`src/rtl/cia_sdr_fifo.sv`:
```
// cia_sdr_fifo -- 8520-style serial data register with TX and RX word FIFOs.
//
// Output mode (spmode=1): words written to the SDR queue in the TX FIFO and
// are shifted out MSB first on sp_out.  cnt_out toggles once per timer A
// underflow, so one bit takes two underflows.  Input mode (spmode=0): bits
// on sp_in are captured on rising edges of the synchronised cnt_in and
// complete words are queued in the RX FIFO.  ser pulses for one clk7_en
// cycle per completed word in either direction.
//
// Bus handshake: wr and rd are level strobes qualified by sdr_sel or
// stat_sel.  A write acts once, on the first clk7_en cycle of its strobe.
// A read shows the RX head combinationally and pops when the strobe falls.
//
// Optional build macro CIA_SDR_STATUS_EN adds a status register
// {ovr, tx_full, tx_empty, rx_full, rx_empty, busy} on stat_sel reads and
// the sticky overrun flag behind it.  Without it stat_sel reads as zero.
module cia_sdr_fifo #(
    parameter int DW    = 8,
    parameter int DEPTH = 4
) (
    input  logic          clk,
    input  logic          reset,
    input  logic          clk7_en,
    input  logic          sdr_sel,
    input  logic          stat_sel,
    input  logic          wr,
    input  logic          rd,
    input  logic [DW-1:0] data_in,
    output logic [DW-1:0] data_out,
    input  logic          spmode,
    input  logic          tmra_ovf,
    input  logic          sp_in,
    input  logic          cnt_in,
    output logic          sp_out,
    output logic          cnt_out,
    output logic          ser
);

    localparam int AW = $clog2(DEPTH);
    localparam int CW = $clog2(DW + 1);
    localparam logic [CW-1:0] CNT_FULL = CW'(DW);
    localparam logic [CW-1:0] CNT_LAST = CW'(DW - 1);
    localparam logic [CW-1:0] CNT_ONE  = CW'(1);
    localparam logic [AW:0]   PTR_ONE  = (AW + 1)'(1);

    // bus strobes and their one-cycle history
    logic wr_req, rd_req, st_req;
    logic wr_req_d, rd_req_d, spmode_d;

    // input synchronisers
    logic [1:0] sp_sync, cnt_sync;
    logic       cnt_prev, rx_edge;

    // FIFO state
    logic [DW-1:0] tx_mem [DEPTH];
    logic [DW-1:0] rx_mem [DEPTH];
    logic [AW:0]   tx_wp, tx_rp, rx_wp, rx_rp;
    logic          tx_full, tx_empty, rx_full, rx_empty;
    logic [DW-1:0] last_rx;

    // shifter state
    logic          busy;
    logic [DW-1:0] shreg;
    logic [CW-1:0] bitcnt;

    // per-cycle control
    logic          mode_chg;
    logic          tx_push, tx_step, tx_done, tx_load;
    logic          rx_step, rx_done, rx_push, rx_pop;
    logic [DW-1:0] rx_word;
    logic [DW-1:0] status_word;

    assign wr_req = wr & sdr_sel;
    assign rd_req = rd & sdr_sel & ~wr;
    assign st_req = rd & stat_sel & ~wr;

    assign tx_empty = (tx_wp == tx_rp);
    assign tx_full  = (tx_wp[AW] != tx_rp[AW]) && (tx_wp[AW-1:0] == tx_rp[AW-1:0]);
    assign rx_empty = (rx_wp == rx_rp);
    assign rx_full  = (rx_wp[AW] != rx_rp[AW]) && (rx_wp[AW-1:0] == rx_rp[AW-1:0]);

    assign mode_chg = clk7_en & (spmode != spmode_d);
    assign rx_edge  = cnt_sync[1] & ~cnt_prev;

    assign tx_push = clk7_en & wr_req & ~wr_req_d & spmode & ~tx_full;
    assign rx_push = rx_done & ~rx_full;
    assign rx_pop  = clk7_en & rd_req_d & ~rd_req & ~rx_empty;

    // Shifter sequencing: what happens to the shifter this cycle
    always_comb begin
        tx_step = 1'b0;
        tx_done = 1'b0;
        tx_load = 1'b0;
        rx_step = 1'b0;
        rx_done = 1'b0;
        rx_word = DW'({shreg, sp_sync[1]});
        if (clk7_en && !mode_chg) begin
            if (spmode) begin
                tx_step = busy & tmra_ovf;
                // last rising toggle of the word; the next word loads alongside
                tx_done = tx_step & ~cnt_out & (bitcnt == CNT_ONE);
                tx_load = ~tx_empty & (~busy | tx_done);
            end else begin
                rx_step = rx_edge;
                rx_done = rx_edge & (bitcnt == CNT_LAST);
            end
        end
    end

    // Strobe edge detection and mode history, advanced on clk7_en
    always_ff @(posedge clk) begin
        if (reset) begin
            wr_req_d <= 1'b0;
            rd_req_d <= 1'b0;
            // start level-matched so leaving reset is not seen as a mode change
            spmode_d <= spmode;
        end else if (clk7_en) begin
            wr_req_d <= wr_req;
            rd_req_d <= rd_req;
            spmode_d <= spmode;
        end
    end

    // Double synchronisers for the external serial pair, idle high
    always_ff @(posedge clk) begin
        if (reset) begin
            sp_sync  <= 2'b11;
            cnt_sync <= 2'b11;
            cnt_prev <= 1'b1;
        end else if (clk7_en) begin
            sp_sync  <= {sp_sync[0], sp_in};
            cnt_sync <= {cnt_sync[0], cnt_in};
            cnt_prev <= cnt_sync[1];
        end
    end

    // TX FIFO pointers: pushed from the bus, popped by the shifter load
    always_ff @(posedge clk) begin
        if (reset) begin
            tx_wp <= '0;
            tx_rp <= '0;
        end else begin
            if (tx_push) tx_wp <= tx_wp + PTR_ONE;
            if (tx_load) tx_rp <= tx_rp + PTR_ONE;
        end
    end

    // TX FIFO storage
    always_ff @(posedge clk) begin
        if (tx_push) tx_mem[tx_wp[AW-1:0]] <= data_in;
    end

    // RX FIFO pointers and the last-read word
    always_ff @(posedge clk) begin
        if (reset) begin
            rx_wp   <= '0;
            rx_rp   <= '0;
            last_rx <= '0;
        end else begin
            if (rx_push) rx_wp <= rx_wp + PTR_ONE;
            if (rx_pop) begin
                rx_rp   <= rx_rp + PTR_ONE;
                last_rx <= rx_mem[rx_rp[AW-1:0]];
            end
        end
    end

    // RX FIFO storage
    always_ff @(posedge clk) begin
        if (rx_push) rx_mem[rx_wp[AW-1:0]] <= rx_word;
    end

    // Shift register, bit counter, serial outputs and the word-complete pulse
    always_ff @(posedge clk) begin
        if (reset) begin
            busy    <= 1'b0;
            shreg   <= '0;
            bitcnt  <= '0;
            cnt_out <= 1'b1;
            sp_out  <= 1'b1;
            ser     <= 1'b0;
        end else if (clk7_en) begin
            ser <= tx_done | rx_done;
            if (mode_chg) begin
                // abandon the word in flight; queued words stay queued
                busy    <= 1'b0;
                shreg   <= '0;
                bitcnt  <= '0;
                cnt_out <= 1'b1;
                sp_out  <= 1'b1;
            end else if (spmode) begin
                if (tx_load) begin
                    busy    <= 1'b1;
                    shreg   <= tx_mem[tx_rp[AW-1:0]];
                    bitcnt  <= CNT_FULL;
                    cnt_out <= 1'b1;
                end else if (tx_done) begin
                    busy    <= 1'b0;
                    bitcnt  <= '0;
                    cnt_out <= 1'b1;
                end else if (tx_step) begin
                    cnt_out <= ~cnt_out;
                    if (cnt_out) begin
                        // falling toggle presents the next bit
                        sp_out <= shreg[DW-1];
                        shreg  <= shreg << 1;
                    end else begin
                        bitcnt <= bitcnt - CNT_ONE;
                    end
                end
            end else begin
                busy    <= 1'b0;
                cnt_out <= 1'b1;
                sp_out  <= 1'b1;
                if (rx_done) begin
                    shreg  <= rx_word;
                    bitcnt <= '0;
                end else if (rx_step) begin
                    shreg  <= rx_word;
                    bitcnt <= bitcnt + CNT_ONE;
                end
            end
        end
    end

`ifdef CIA_SDR_STATUS_EN
    logic ovr, st_req_d, busy_any, tx_drop, rx_drop;

    assign busy_any = busy | (bitcnt != '0);
    assign tx_drop  = clk7_en & wr_req & ~wr_req_d & spmode & tx_full;
    assign rx_drop  = rx_done & rx_full;

    // Sticky overrun: set by a dropped word, cleared when a status read ends
    always_ff @(posedge clk) begin
        if (reset) begin
            ovr      <= 1'b0;
            st_req_d <= 1'b0;
        end else if (clk7_en) begin
            st_req_d <= st_req;
            if (tx_drop || rx_drop) ovr <= 1'b1;
            else if (st_req_d && !st_req) ovr <= 1'b0;
        end
    end

    assign status_word = DW'({ovr, tx_full, tx_empty, rx_full, rx_empty, busy_any});
`else
    assign status_word = '0;
`endif

    // Read data mux: RX head (or last word read), status, otherwise zero
    always_comb begin
        data_out = '0;
        if (rd_req) data_out = rx_empty ? last_rx : rx_mem[rx_rp[AW-1:0]];
        else if (st_req) data_out = status_word;
    end

endmodule

```
`config.mk`:
```
export PLATFORM = sky130hd
export DESIGN_NAME = cia_sdr_fifo
export DESIGN_NICKNAME = d
export VERILOG_FILES = /design/src/rtl/cia_sdr_fifo.sv
export SDC_FILE = /design/constraint.sdc
export NUM_CORES = 1
export LEC_CHECK = 0
export CAP_MARGIN = 30
export CORE_UTILIZATION = 53
export DETAILED_ROUTE_END_ITERATION = 10
export HOLD_SLACK_MARGIN = 0.03
export MAX_ROUTING_LAYER = met4
export PLACE_DENSITY = 0.81
export SLEW_MARGIN = 5
export SYNTH_ARGS = -nofsm -noshare
export SYNTH_HDL_FRONTEND = slang
export SYNTH_SLANG_ARGS = --single-unit
```
`constraint.sdc`:
```
create_clock -name clk -period 1.7 [get_ports clk]
set_input_delay 0.17 -clock clk [delete_from_list [all_inputs] [get_ports clk]]
set_output_delay 0.17 -clock clk [all_outputs]
set_load 0.02 [all_outputs]
```
==> results of run 1 <==
[layer usage]
| layer | vias to the layer above | part of all wire, % |
|---|---|---|
| li1 | 1533 | - |
| met3 | 24 | 3.6 |
| met4 | 0 | 2.4 |
| met1 | 1594 | 41 |
| met5 | - | 0 |
| met2 | 86 | 53 |
[cells in the final DEF (no fill, tap or decap), types with 8 or more instances in the layout]
| cell type | count |
|---|---|
| sky130_fd_sc_hd__a21oi_1 | 8 |
| sky130_fd_sc_hd__buf_12 | 8 |
| sky130_fd_sc_hd__buf_4 | 64 |
| sky130_fd_sc_hd__clkbuf_8 | 9 |
| sky130_fd_sc_hd__clkdlybuf4s50_1 | 19 |
| sky130_fd_sc_hd__dfxtp_1 | 41 |
| sky130_fd_sc_hd__edfxtp_1 | 65 |
| sky130_fd_sc_hd__ha_1 | 12 |
| sky130_fd_sc_hd__inv_1 | 8 |
| sky130_fd_sc_hd__mux2i_1 | 25 |
| sky130_fd_sc_hd__mux4_2 | 16 |
| sky130_fd_sc_hd__nand2_1 | 20 |
| sky130_fd_sc_hd__nor2_1 | 47 |
| sky130_fd_sc_hd__xnor2_1 | 8 |
[logic make-up (layout without fill, tap and decap cells)]
family                     count (synthesis)  after routing  synth area share [%]
DFF                                      112            112                 60.07
and+or+nand+nor                          111            112                 11.38
AOI/OAI and AO/OA                         43             43                 7.093
muxes                                     41             41                 12.68
buffers and inverters                     26            125                 2.338
xor gates and xnor gates                  16             16                 3.066
adders and majority gates                 13             13                 3.378
[stage by stage]
step	hold WS [ns]	std cells	TNS (ns)	instance area, um^2	worst slack, ns
after floorplan	0.2689	362	-0.1247	4847	-0.01976
after global placement	0.4509	550	-30.44	5834	-0.3856
after detailed placement	0.4692	550	-33.70	5834	-0.4261
after CTS	0.3840	568	-2.508	6075	-0.2540
after global routing	0.4152	570	-4.294	6193	-0.3236
final	0.3916	570	-2.922	6193	-0.2279
[final cells by class]
type                       instances  area share [%]
clock inverter                     7           1.293
sequential                       112           46.87
inverter                          10          0.6061
timing repair buffer              99           14.59
tap                              108           2.182
multi-input combinational        225           32.46
clock buffer                       9           2.000
[sequential cells by signal, summed over array words and instances (netlist names), 2 cells and up, named ones only]
name and count:
tx_rp 3, bitcnt 4, last_rx 8, rx_mem 32, shreg 8, rx_wp 3, tx_mem 32, tx_wp 3
sp_sync 2, cnt_sync 2, rx_rp 3
[worst max path at each step]
stage | start | endpoint | cells past startpoint
after floorplan | spmode_d | bitcnt[0] | 6
after global placement | clk7_en | tx_mem[0][3] | 6
after detailed placement | clk7_en | shreg[1] | 7
after CTS | register | data_out[3] | 5
after global routing | register | data_out[3] | 5
final | register | data_out[3] | 5
[what timing repair did]
| action | in CTS | in global routing |
|---|---|---|
| buffers inserted | 2 | 5 |
| endpoints found under the setup margin | 55 | 77 |
| resized for setup | 46 | 34 |
| pin swaps | 4 | 19 |
| cloned | 0 | 1 |
[critical path: cells and delay by family (launching register included)]
kind / cells / cell delay [ns]
buf+inv: 2 / 0.29
mux: 2 / 0.68
simple gates: 1 / 0.05
flops: 1 / 0.36
[report_power, final]
group | switching [mW] | internal [mW]
Combinational | 0.187 | 0.181
Sequential | 0.0215 | 2.87
Clock | 0.995 | 0.596
Total | 1.20 | 3.65
==> summary by stage, run 1 <==
Timing
The minimum clock period is approximately 1.9 ns. The count of endpoints failing hold in the final timing report is 0. The actual transition at the worst max-transition pin is 0.6241 ns. The worst relative slew slack is 57.95%. Setup repair after global routing could not meet its margin everywhere.

The max-slew violation count was 0. Setup slack on the critical path of the routed design comes to -0.2279 ns. Of the available clock period, the critical path in the final layout requires 113.4%.

The final count of negative-setup-slack endpoints is 19. The fmax is 0.5187 GHz. Between clock sinks in the finished design, the worst skew comes to 0.01357 ns.

Clocking
The sink count of the clock tree is 112. The number of buffers on the longest clock path is 2. TritonCTS built the clock tree. The CTS buffer count is 9. The clock reaches the later pin of the worst-skew pair after 0.38 ns. The library cell used as clock root buffer is sky130_fd_sc_hd__clkbuf_8. In this run the number of H-tree levels came out at 3. Hold repair after CTS inserted 0 buffers.

The clock slew at the register clock pins of the worst setup and hold paths is approximately 0.11 ns.

Detailed routing
The routed wire length is between 10 and 15 mm. The count of routing violations after the opening detailed-route iteration is ~190. The first detailed-routing pass ran for 4 iterations. The antenna violation net count after detailed routing is 0. After detailed routing, the number of vias per cell comes to around 5.7. The routed layout has around 3200 vias.

The per-cell routed wire length is 18.07 um. For this run, design rule violations remaining after detail routing come to 0.

Place
The weighted congestion reported at the end of routability-driven placement is a little over 0.9. Input and output buffers added on the ports amount to 28. Summed over all nets, the half-perimeter wirelength after detailed placement is 6.955 mm.

Power
The final total power is 4.855 mW. The worst-case IR drop observed on VDD is between 0.6 and 0.7 mV. Dividing total power by cell area gives a power density of 783.9 nW/um^2.

In this run the static leakage power is between 2 and 2.5 nW.

Global route
The wire length of the first global-routing pass is ~16 mm. After global routing, the most crowded layer is met2. Entering global routing, the biggest net connects 23 pins. Global routing used 3.165% of the available met3 tracks. The via count of the first global-routing pass is 3202.

Global routing used 27.31% of the available met1 tracks. Global routing used 36.24% of the available met2 tracks. The initial antenna violation count came to 0. For this run, the total global-route usage over all layers was measured as 21.90%. The total overflow left after global routing is 0.

Critical path
The worst register-to-register path ends at bitcnt[3]. The largest single stage delay on the critical path is 0.53 ns. STA puts the critical path data required time at between 1.5 and 2 ns. The signal on the critical path passes through buf_12, mux4_2, mux2i_1, nor2_1, buf_2. The startpoint-to-endpoint class of the critical path is reg2out.

The critical path arrival is 1.76 ns. In this run the worst path has a maximum fanout of 8. The worst setup path is launched from a register. The number of cell instances on the worst register-to-register path is 8. The cell with the largest stage delay on the worst path is sky130_fd_sc_hd__mux4_2. The critical path endpoint category is an output port. For flop-to-flop paths, the worst setup slack is -0.16 ns. The startpoint of the worst register-to-register path is spmode_d.

Die
The effective utilization at floorplan is between 50% and 60%. The placeable core region is around 8800 um^2. In this run the count of I/O pins placed on the die edge is 30.

Measured along the y axis, the die boundary spans approximately 97 um. The die width is 97.33 um. The die covers about 9500 um^2. In this run the core area contains 34 standard-cell rows.

Min path
The startpoint identified for the worst hold timing path is sp_in. In this run the worst hold path is classified as in2reg. The worst hold path stage count is 3.

The sink of the worst hold path is sp_sync[0].

Layout
The post-route netlist has around 34% of its cells at a drive strength greater than 1. The layout net count is 489. The number of filler cells placed in the layout is 583. Once layout is complete, the utilization of the core stands at around 70%. The area of combinational cells with multiple inputs is just over 2000 um^2. The area of all sequential standard cells is 2903 um^2. 0 antenna diodes ended up in the layout. The synthesis-to-finish area growth is 28.60%.

Logic synthesis
The cell type with the highest aggregate area in the netlist is sky130_fd_sc_hd__edfxtp_1. Ranked by total cell area, the synthesized netlist is headed by sky130_fd_sc_hd__edfxtp_1 (41%), sky130_fd_sc_hd__dfxtp_1 (20%), sky130_fd_sc_hd__mux4_2 (7.5%), sky130_fd_sc_hd__mux2i_1 (5.2%), sky130_fd_sc_hd__nor2_1 (3.7%). The cell area after synthesis is 4816 um^2. Counting every instance in the synthesized netlist gives about 360. The top cell type by area accounts for 40.53% of the synthesized area.

The most used flip-flop cell after synthesis is sky130_fd_sc_hd__edfxtp_1. The total nets after synthesis is 394. After synthesis, flip-flops and latches occupy roughly 60% of the total area. Counting flops with an async set or reset pin after synthesis yields a share of 0%. Synthesis instantiated 55 different standard cells from the library.

In the synthesized netlist, the cells that appear most often are sky130_fd_sc_hd__edfxtp_1 (65), sky130_fd_sc_hd__nor2_1 (48), sky130_fd_sc_hd__dfxtp_1 (47). The number of storage elements in the synthesis netlist is 112. Yosys mapped a number of flops with a built-in enable equal to 65. The number of warning messages in the yosys log is 0. The most common cell in the synthesized netlist is sky130_fd_sc_hd__edfxtp_1. The average cell area after synthesis is 13.30 um^2.

Outcome
The run finished, with violations left. The final reports fail on negative setup slack.

Run
The max-capacitance violation count is 0.
No activity file was read; power rests on OpenSTA's default activity.
==> run 2, diff against run 1 <==
--- a/config.mk
+++ b/config.mk
@@ -6,10 +6,10 @@
 export NUM_CORES = 1
 export LEC_CHECK = 0
 export CAP_MARGIN = 30
-export CORE_UTILIZATION = 53
+export CORE_UTILIZATION = 57
 export DETAILED_ROUTE_END_ITERATION = 10
+export DONT_BUFFER_PORTS = 1
 export HOLD_SLACK_MARGIN = 0.03
-export MAX_ROUTING_LAYER = met4
 export PLACE_DENSITY = 0.81
 export SLEW_MARGIN = 5
 export SYNTH_ARGS = -nofsm -noshare
==> summary by stage, run 2 (synthesis gave the netlist of run 1 again) <==
Clocking
The clock passes through at most 2 buffers. The later pin in the worst-skew pair is clocked with a latency of 0.38 ns. The CTS buffer count is 9.

The H-tree generated during clock tree synthesis spans 3 levels. The sink count of the clock tree is between 100 and 150. TritonCTS built the clock tree. After clock tree synthesis, the clock-pin slew on the worst setup and hold paths is 0.10 ns. The library cell used as clock root buffer is sky130_fd_sc_hd__clkbuf_8.

Layout
After the last flow step, the layout net total stands at 459. After routing the design area is between 5000 and 6000 um^2. 0 antenna diodes ended up in the layout. In the final layout, the share of cells above drive strength 1 is ~28%. Once layout is complete, the utilization of the core stands at 72.30%. Leaving out fill and tap cells, the most frequent cells in the layout are sky130_fd_sc_hd__edfxtp_1 (65), sky130_fd_sc_hd__nor2_1 (46), sky130_fd_sc_hd__dfxtp_1 (44), sky130_fd_sc_hd__buf_4 (41), sky130_fd_sc_hd__mux2i_1 (25). The most common cell after layout, fill and taps aside is sky130_fd_sc_hd__edfxtp_1.

Compared with the post-synthesis result, the final layout area differs by 22.73%.

Global route
The initial antenna violation count is 0. Global routing consumed, over all layers together, a little under a quarter of the routing resources. Entering global routing, the biggest net connects 28 pins. The first global-routing pass estimated 15.08 mm of wire. The via count of the first global-routing pass came to 3163. The overall overflow remaining after global route is 0.

Critical path
STA classifies the critical path endpoint as an output port. The worst setup path is launched from a register. The worst register-to-register path has a setup slack of -0.13 ns. In this run the worst path has a maximum fanout of 8. At the worst endpoint, the required time is roughly 1.5 ns.

The startpoint-to-endpoint class of the critical path is reg2out. The number of cell instances on the worst register-to-register path is 7. For the worst setup path, the data arrival time is roughly 1.8 ns. The startpoint of the worst register-to-register path is bitcnt[1]. The endpoint identified for the worst register-to-register timing path is shreg[5].

Die
The number of placement rows is 33. The placeable core region is 8175 um^2. The initial utilization of the core area, before any placement, comes to 58.91%.

From left edge to right edge, the die measures 93.92 um. For this design the top-level I/O count stands at 30. The die outline area is 8820 um^2. Measured along the y axis, the die boundary spans 93.92 um.

Timing
The worst path in the final design needs a cycle of 1.952 ns, including I/O delays and setup. Between clock sinks in the finished design, the worst skew comes to 0.01148 ns. The final worst slack is -0.2519 ns. Setup repair after global routing could not meet its margin everywhere. The actual transition at the worst max-transition pin is 0.6140 ns. The final count of negative-setup-slack endpoints is 18. The count of endpoints failing hold in the final timing report is 0. The worst relative slew slack is between 50% and 60%.

The max-slew violation count was 0. The period utilization is 114.8%. The fmax is ~0.51 GHz.

Detailed routing
Dividing the detail-routed wire length by the instance count gives between 15 and 20 um. The count of routing violations after the opening detailed-route iteration is 179. After detailed routing, the total wire length is 9.570 mm. For this run, the detailed router's first-pass iteration total came to 4. After detailed routing, the number of vias per cell comes to 5.804. The antenna violation net count after detailed routing is 0. After detailed routing, the number of remaining DRC violations is 0. The count of vias placed by the detailed router is 3117.

Outcome
The final reports fail on negative setup slack. The flow ran to the end, but the final reports show violations.

Min path
The worst hold path stage count is 4. In this run the most critical hold path is launched from clk7_en. The sink of the worst hold path is cnt_out. The path class of the tightest hold or removal check is in2reg.

Place
The placed cell area is 5368 um^2. Summed over all nets, the half-perimeter wirelength after detailed placement is 6.332 mm. The weighted congestion reported at the end of routability-driven placement is 0.8791. OpenSTA, run right after detailed placement, puts the worst setup slack at -0.07720 ns. Input and output buffers added on the ports amount to 0.

Power
The reported leakage power is 2.165 nW. Power spread over the standard cell area amounts to 793.7 nW/um^2. The largest vdd supply drop is slightly above 0.8 mV.

Run
The max-capacitance violation count is 0.
-- run 2: cell type report --
type	count	area, um^2
sequential	112	2899
fill	496	2265
multi-input combinational	224	1954
timing repair buffer	70	698.2
tap	105	131.4
clock buffer	10	127.6
clock inverter	6	62.56
inverter	10	37.54
-- run 2: routing by layer --
metal | routed length (um) | global-route usage (%) | up-vias
li1 | - | - | 1477
met1 | 3931 | 26.70 | 1536
met2 | 4990 | 41.36 | 83
met3 | 392 | 4.935 | 21
met4 | 256 | 10.00 | 0
met5 | 0 | 0 | -
-- run 2: worst max-delay path by stage --
stage	depth (start not counted)	startpoint	end
6_report	5	register	data_out[1]
5_1_grt	5	register	data_out[1]
4_1_cts	5	register	data_out[1]
3_5_place_dp	7	bitcnt[1]	shreg[5]
3_3_place_gp	7	bitcnt[1]	shreg[2]
2_1_floorplan	6	spmode_d	bitcnt[0]
-- run 2: critical path: stages (launching register included) --
cell and delay (ns):
sky130_fd_sc_hd__dfxtp_2 0.35, sky130_fd_sc_hd__buf_12 0.13, sky130_fd_sc_hd__mux4_2 0.52, sky130_fd_sc_hd__mux2i_1 0.18, sky130_fd_sc_hd__nor2_1 0.06, sky130_fd_sc_hd__buf_4 0.15
-- run 2: repair_timing --
item | CTS | global route
gates resized for setup | 6 | 25
pin swaps | 0 | 4
buffers inserted | 2 | 5
endpoints found under the setup margin | 51 | 95
cloned | 0 | 0
hold buffers | 15 | 0
endpoints found under the hold margin | 69 | 0
-- run 2: power by group --
group	switching, mW	internal, mW	total, mW
sequential	0.0200	2.87	2.89
clock	0.940	0.570	1.51
combinational	0.150	0.137	0.287
-- run 2: through the flow --
stage | TNS (ns) | hold slack, ns | total power [mW] | std cells
floorplan | -0.1247 | 0.2689 | 3.095 | 362
global placement | -0.2312 | 0.2452 | 3.143 | 498
detailed placement | -1.013 | 0.2438 | 3.151 | 498
CTS | -2.455 | 0.04663 | 4.674 | 531
global route | -4.552 | 0.1086 | 4.833 | 537
finish | -2.634 | 0.06169 | 4.691 | 537
==> run 3, diff against run 2 <==
--- a/config.mk
+++ b/config.mk
@@ -6,11 +6,13 @@
 export NUM_CORES = 1
 export LEC_CHECK = 0
 export CAP_MARGIN = 30
-export CORE_UTILIZATION = 57
+export CORE_MARGIN = 5
+export CORE_UTILIZATION = 59
+export CTS_BUF_LIST = sky130_fd_sc_hd__clkbuf_4 sky130_fd_sc_hd__clkbuf_8
 export DETAILED_ROUTE_END_ITERATION = 10
 export DONT_BUFFER_PORTS = 1
 export HOLD_SLACK_MARGIN = 0.03
-export PLACE_DENSITY = 0.81
+export PLACE_DENSITY = 0.84
 export SLEW_MARGIN = 5
 export SYNTH_ARGS = -nofsm -noshare
 export SYNTH_HDL_FRONTEND = slang
==> summary by stage, run 3 (synthesis gave the netlist of run 1 again) <==
Clocking
The clock network latency to the later pin of the worst-skew pair is between 0.3 and 0.4 ns. The H-tree generated during clock tree synthesis spans 3 levels. The longest clock path from root to sink contains 2 buffers.

The library cell used as clock root buffer is sky130_fd_sc_hd__clkbuf_8. The clock slew at the register clock pins of the worst setup and hold paths is 0.11 ns. Clock tree synthesis found a total of 112 sinks. TritonCTS created 9 clock buffers. The TritonCTS clock tree is built.

Power
The reported leakage power is 2.167 nW. The largest vdd supply drop is 0.6350 mV. Summing internal, switching and leakage power gives ~4.7 mW. The power density normalized to cell area is 793.8 nW/um^2.

Die
The count of boundary I/O pins is 30. Measured along the y axis, the die boundary spans 100.3 um. The die outline area is 10070 um^2. The die width is 100.3 um. After floorplanning, the core was divided into 33 placement rows.

The placeable core region is 8093 um^2. The effective utilization at floorplan is 59.51%.

Critical path
The critical-path maximum fanout is 8. The critical path arrival is 1.76 ns. The critical path endpoint category is an output port. Data on the critical path is required at its endpoint by 1.53 ns.

The critical path is of the reg2out type. The worst setup path is launched from a register.

Timing
The clock tree skew after final layout is 0.01536 ns. Headroom to the max-slew limit came out at roughly three fifths. The minimum clock period is 1.932 ns. The final worst slack is -0.2321 ns. Setup violations remaining at the end of the flow were counted as 17. Setup repair after global routing could not meet its margin everywhere. Based on the critical path, the design can be clocked at up to just over 0.5 GHz.

The max-slew violation count came to 0. The period utilization is 113.7%. For the pin with the worst max-slew slack, the measured transition is 0.6032 ns. The count of endpoints failing hold in the final timing report came to 0.

Layout
The most common cell after layout, fill and taps aside is sky130_fd_sc_hd__edfxtp_1. In the layout the commonest cells are sky130_fd_sc_hd__edfxtp_1 (65), sky130_fd_sc_hd__nor2_1 (46), sky130_fd_sc_hd__dfxtp_1 (42), sky130_fd_sc_hd__buf_4 (37), sky130_fd_sc_hd__mux2i_1 (25). In the final design database the tool counted 456 nets.

Compared with the post-synthesis result, the final layout area differs by 23.28%. The number of filler cells placed in the layout is 509. For this run, the number of standard cells in the final layout without fillers is 534.

The share of cells above drive strength 1 is between 20 and 30%. The count of inserted antenna diode cells is 0.

Detailed routing
The detailed-router iteration count before antenna repair is 5. For this run, design rule violations remaining after detail routing come to 0. In this run the remaining antenna-violating nets after routing total 0. The detailed router placed 3131 vias in this run. Dividing the detail-routed via count by the number of cells gives between 5 and 6.

The per-cell routed wire length is 18.67 um. The count of routing violations after the opening detailed-route iteration is 211. For this block, the routed nets add up to roughly 10 mm of wire.

Global route
Global routing used 36.19% of the available met2 tracks. Across every metal layer, demand over resource in global routing totals 20.42%. The initial antenna violation count came to 0. The overall overflow remaining after global route is 0. The largest net degree at the start of global routing is 28. For met1 alone, demand over resource in global routing was between 20 and 25%. The first global-routing pass estimated 15.87 mm of wire. In the global route stage, met3 resource usage came out at 4.726%. The via count of the first global-routing pass is 3207.

The busiest layer in global routing is met2.

Outcome
The checks that failed: negative setup slack. The flow ran to the end, but the final reports show violations.

Place
Including well taps, the total number of placed cells is 501. The estimated wirelength of the detail-placed design is around 6.7 mm. Routability-driven placement finished with a final weighted congestion of 0.9215.

Buffers placed on the I/O ports in this run total 0.

Min path
The worst min-delay path class is in2reg.

Run
The tool flagged a number of max-cap violations equal to 0.
-- run 3: where the power goes --
group          leakage (nW)  total [mW]  switching, mW  internal [mW]
combinational          1.10       0.285          0.151          0.134
clock                0.0991        1.53          0.946          0.587
sequential            0.972        2.90         0.0212           2.87
-- run 3: path summary, 6_finish.rpt --
kind,startpoint,endpoint,slack [ns],depth (start not counted)
worst max register to register,cnt_sync[1],bitcnt[0],-0.17,6
worst min-delay path,clk7_en,cnt_out,0.07,4
worst max-delay path,register,data_out[1],-0.23,5
worst min register to register,cnt_sync[0],cnt_sync[0],0.49,2
-- run 3: final cells by class --
| type | count | area (um^2) | share of cell area [%] |
|---|---|---|---|
| Inverter | 10 | 37.54 | 0.6322 |
| Timing Repair Buffer | 67 | 679.4 | 11.44 |
| Multi-Input combinational cell | 224 | 1993 | 33.57 |
| Clock inverter | 6 | 62.56 | 1.054 |
| Sequential cell | 112 | 2902 | 48.87 |
| Clock buffer | 10 | 131.4 | 2.213 |
| Tap cell | 105 | 131.4 | 2.213 |
-- run 3: stage by stage --
step	cell area (um^2)	hold WS (ns)	util, %	setup WS, ns	setup TNS [ns]
2_1_floorplan	4847	0.2689	-	-0.01976	-0.1247
3_3_place_gp	5390	0.2460	66.60	-0.02858	-0.2013
3_5_place_dp	5390	0.2479	66.60	-0.08853	-0.6922
4_1_cts	5778	0.05170	71.40	-0.2570	-2.559
5_1_grt	5937	0.08718	73.36	-0.3642	-4.231
6_report	5937	0.07106	73.36	-0.2321	-2.821
-- run 3: timing repair --
item | in CTS | in global routing
hold buffers | 15 | 0
pin swaps | 0 | 6
endpoints found under the setup margin | 28 | 87
hold endpoints to repair | 69 | 0
gates resized for setup | 11 | 28
buffers inserted | 0 | 1
-- run 3: layer usage --
metal / part of all wire (%) / vias to the layer above / routed length, um
li1: - / 1469 / -
met5: 0 / - / 0
met3: 5.4 / 23 / 538
met4: 2.2 / 0 / 220
met1: 38 / 1536 / 3793
met2: 54 / 103 / 5416
-- run 3: critical path: stages (launching register included) --
cell,delay [ns]
sky130_fd_sc_hd__dfxtp_2,0.35
sky130_fd_sc_hd__buf_12,0.13
sky130_fd_sc_hd__mux4_2,0.53
sky130_fd_sc_hd__mux2i_1,0.17
sky130_fd_sc_hd__nor2_1,0.06
sky130_fd_sc_hd__buf_4,0.15
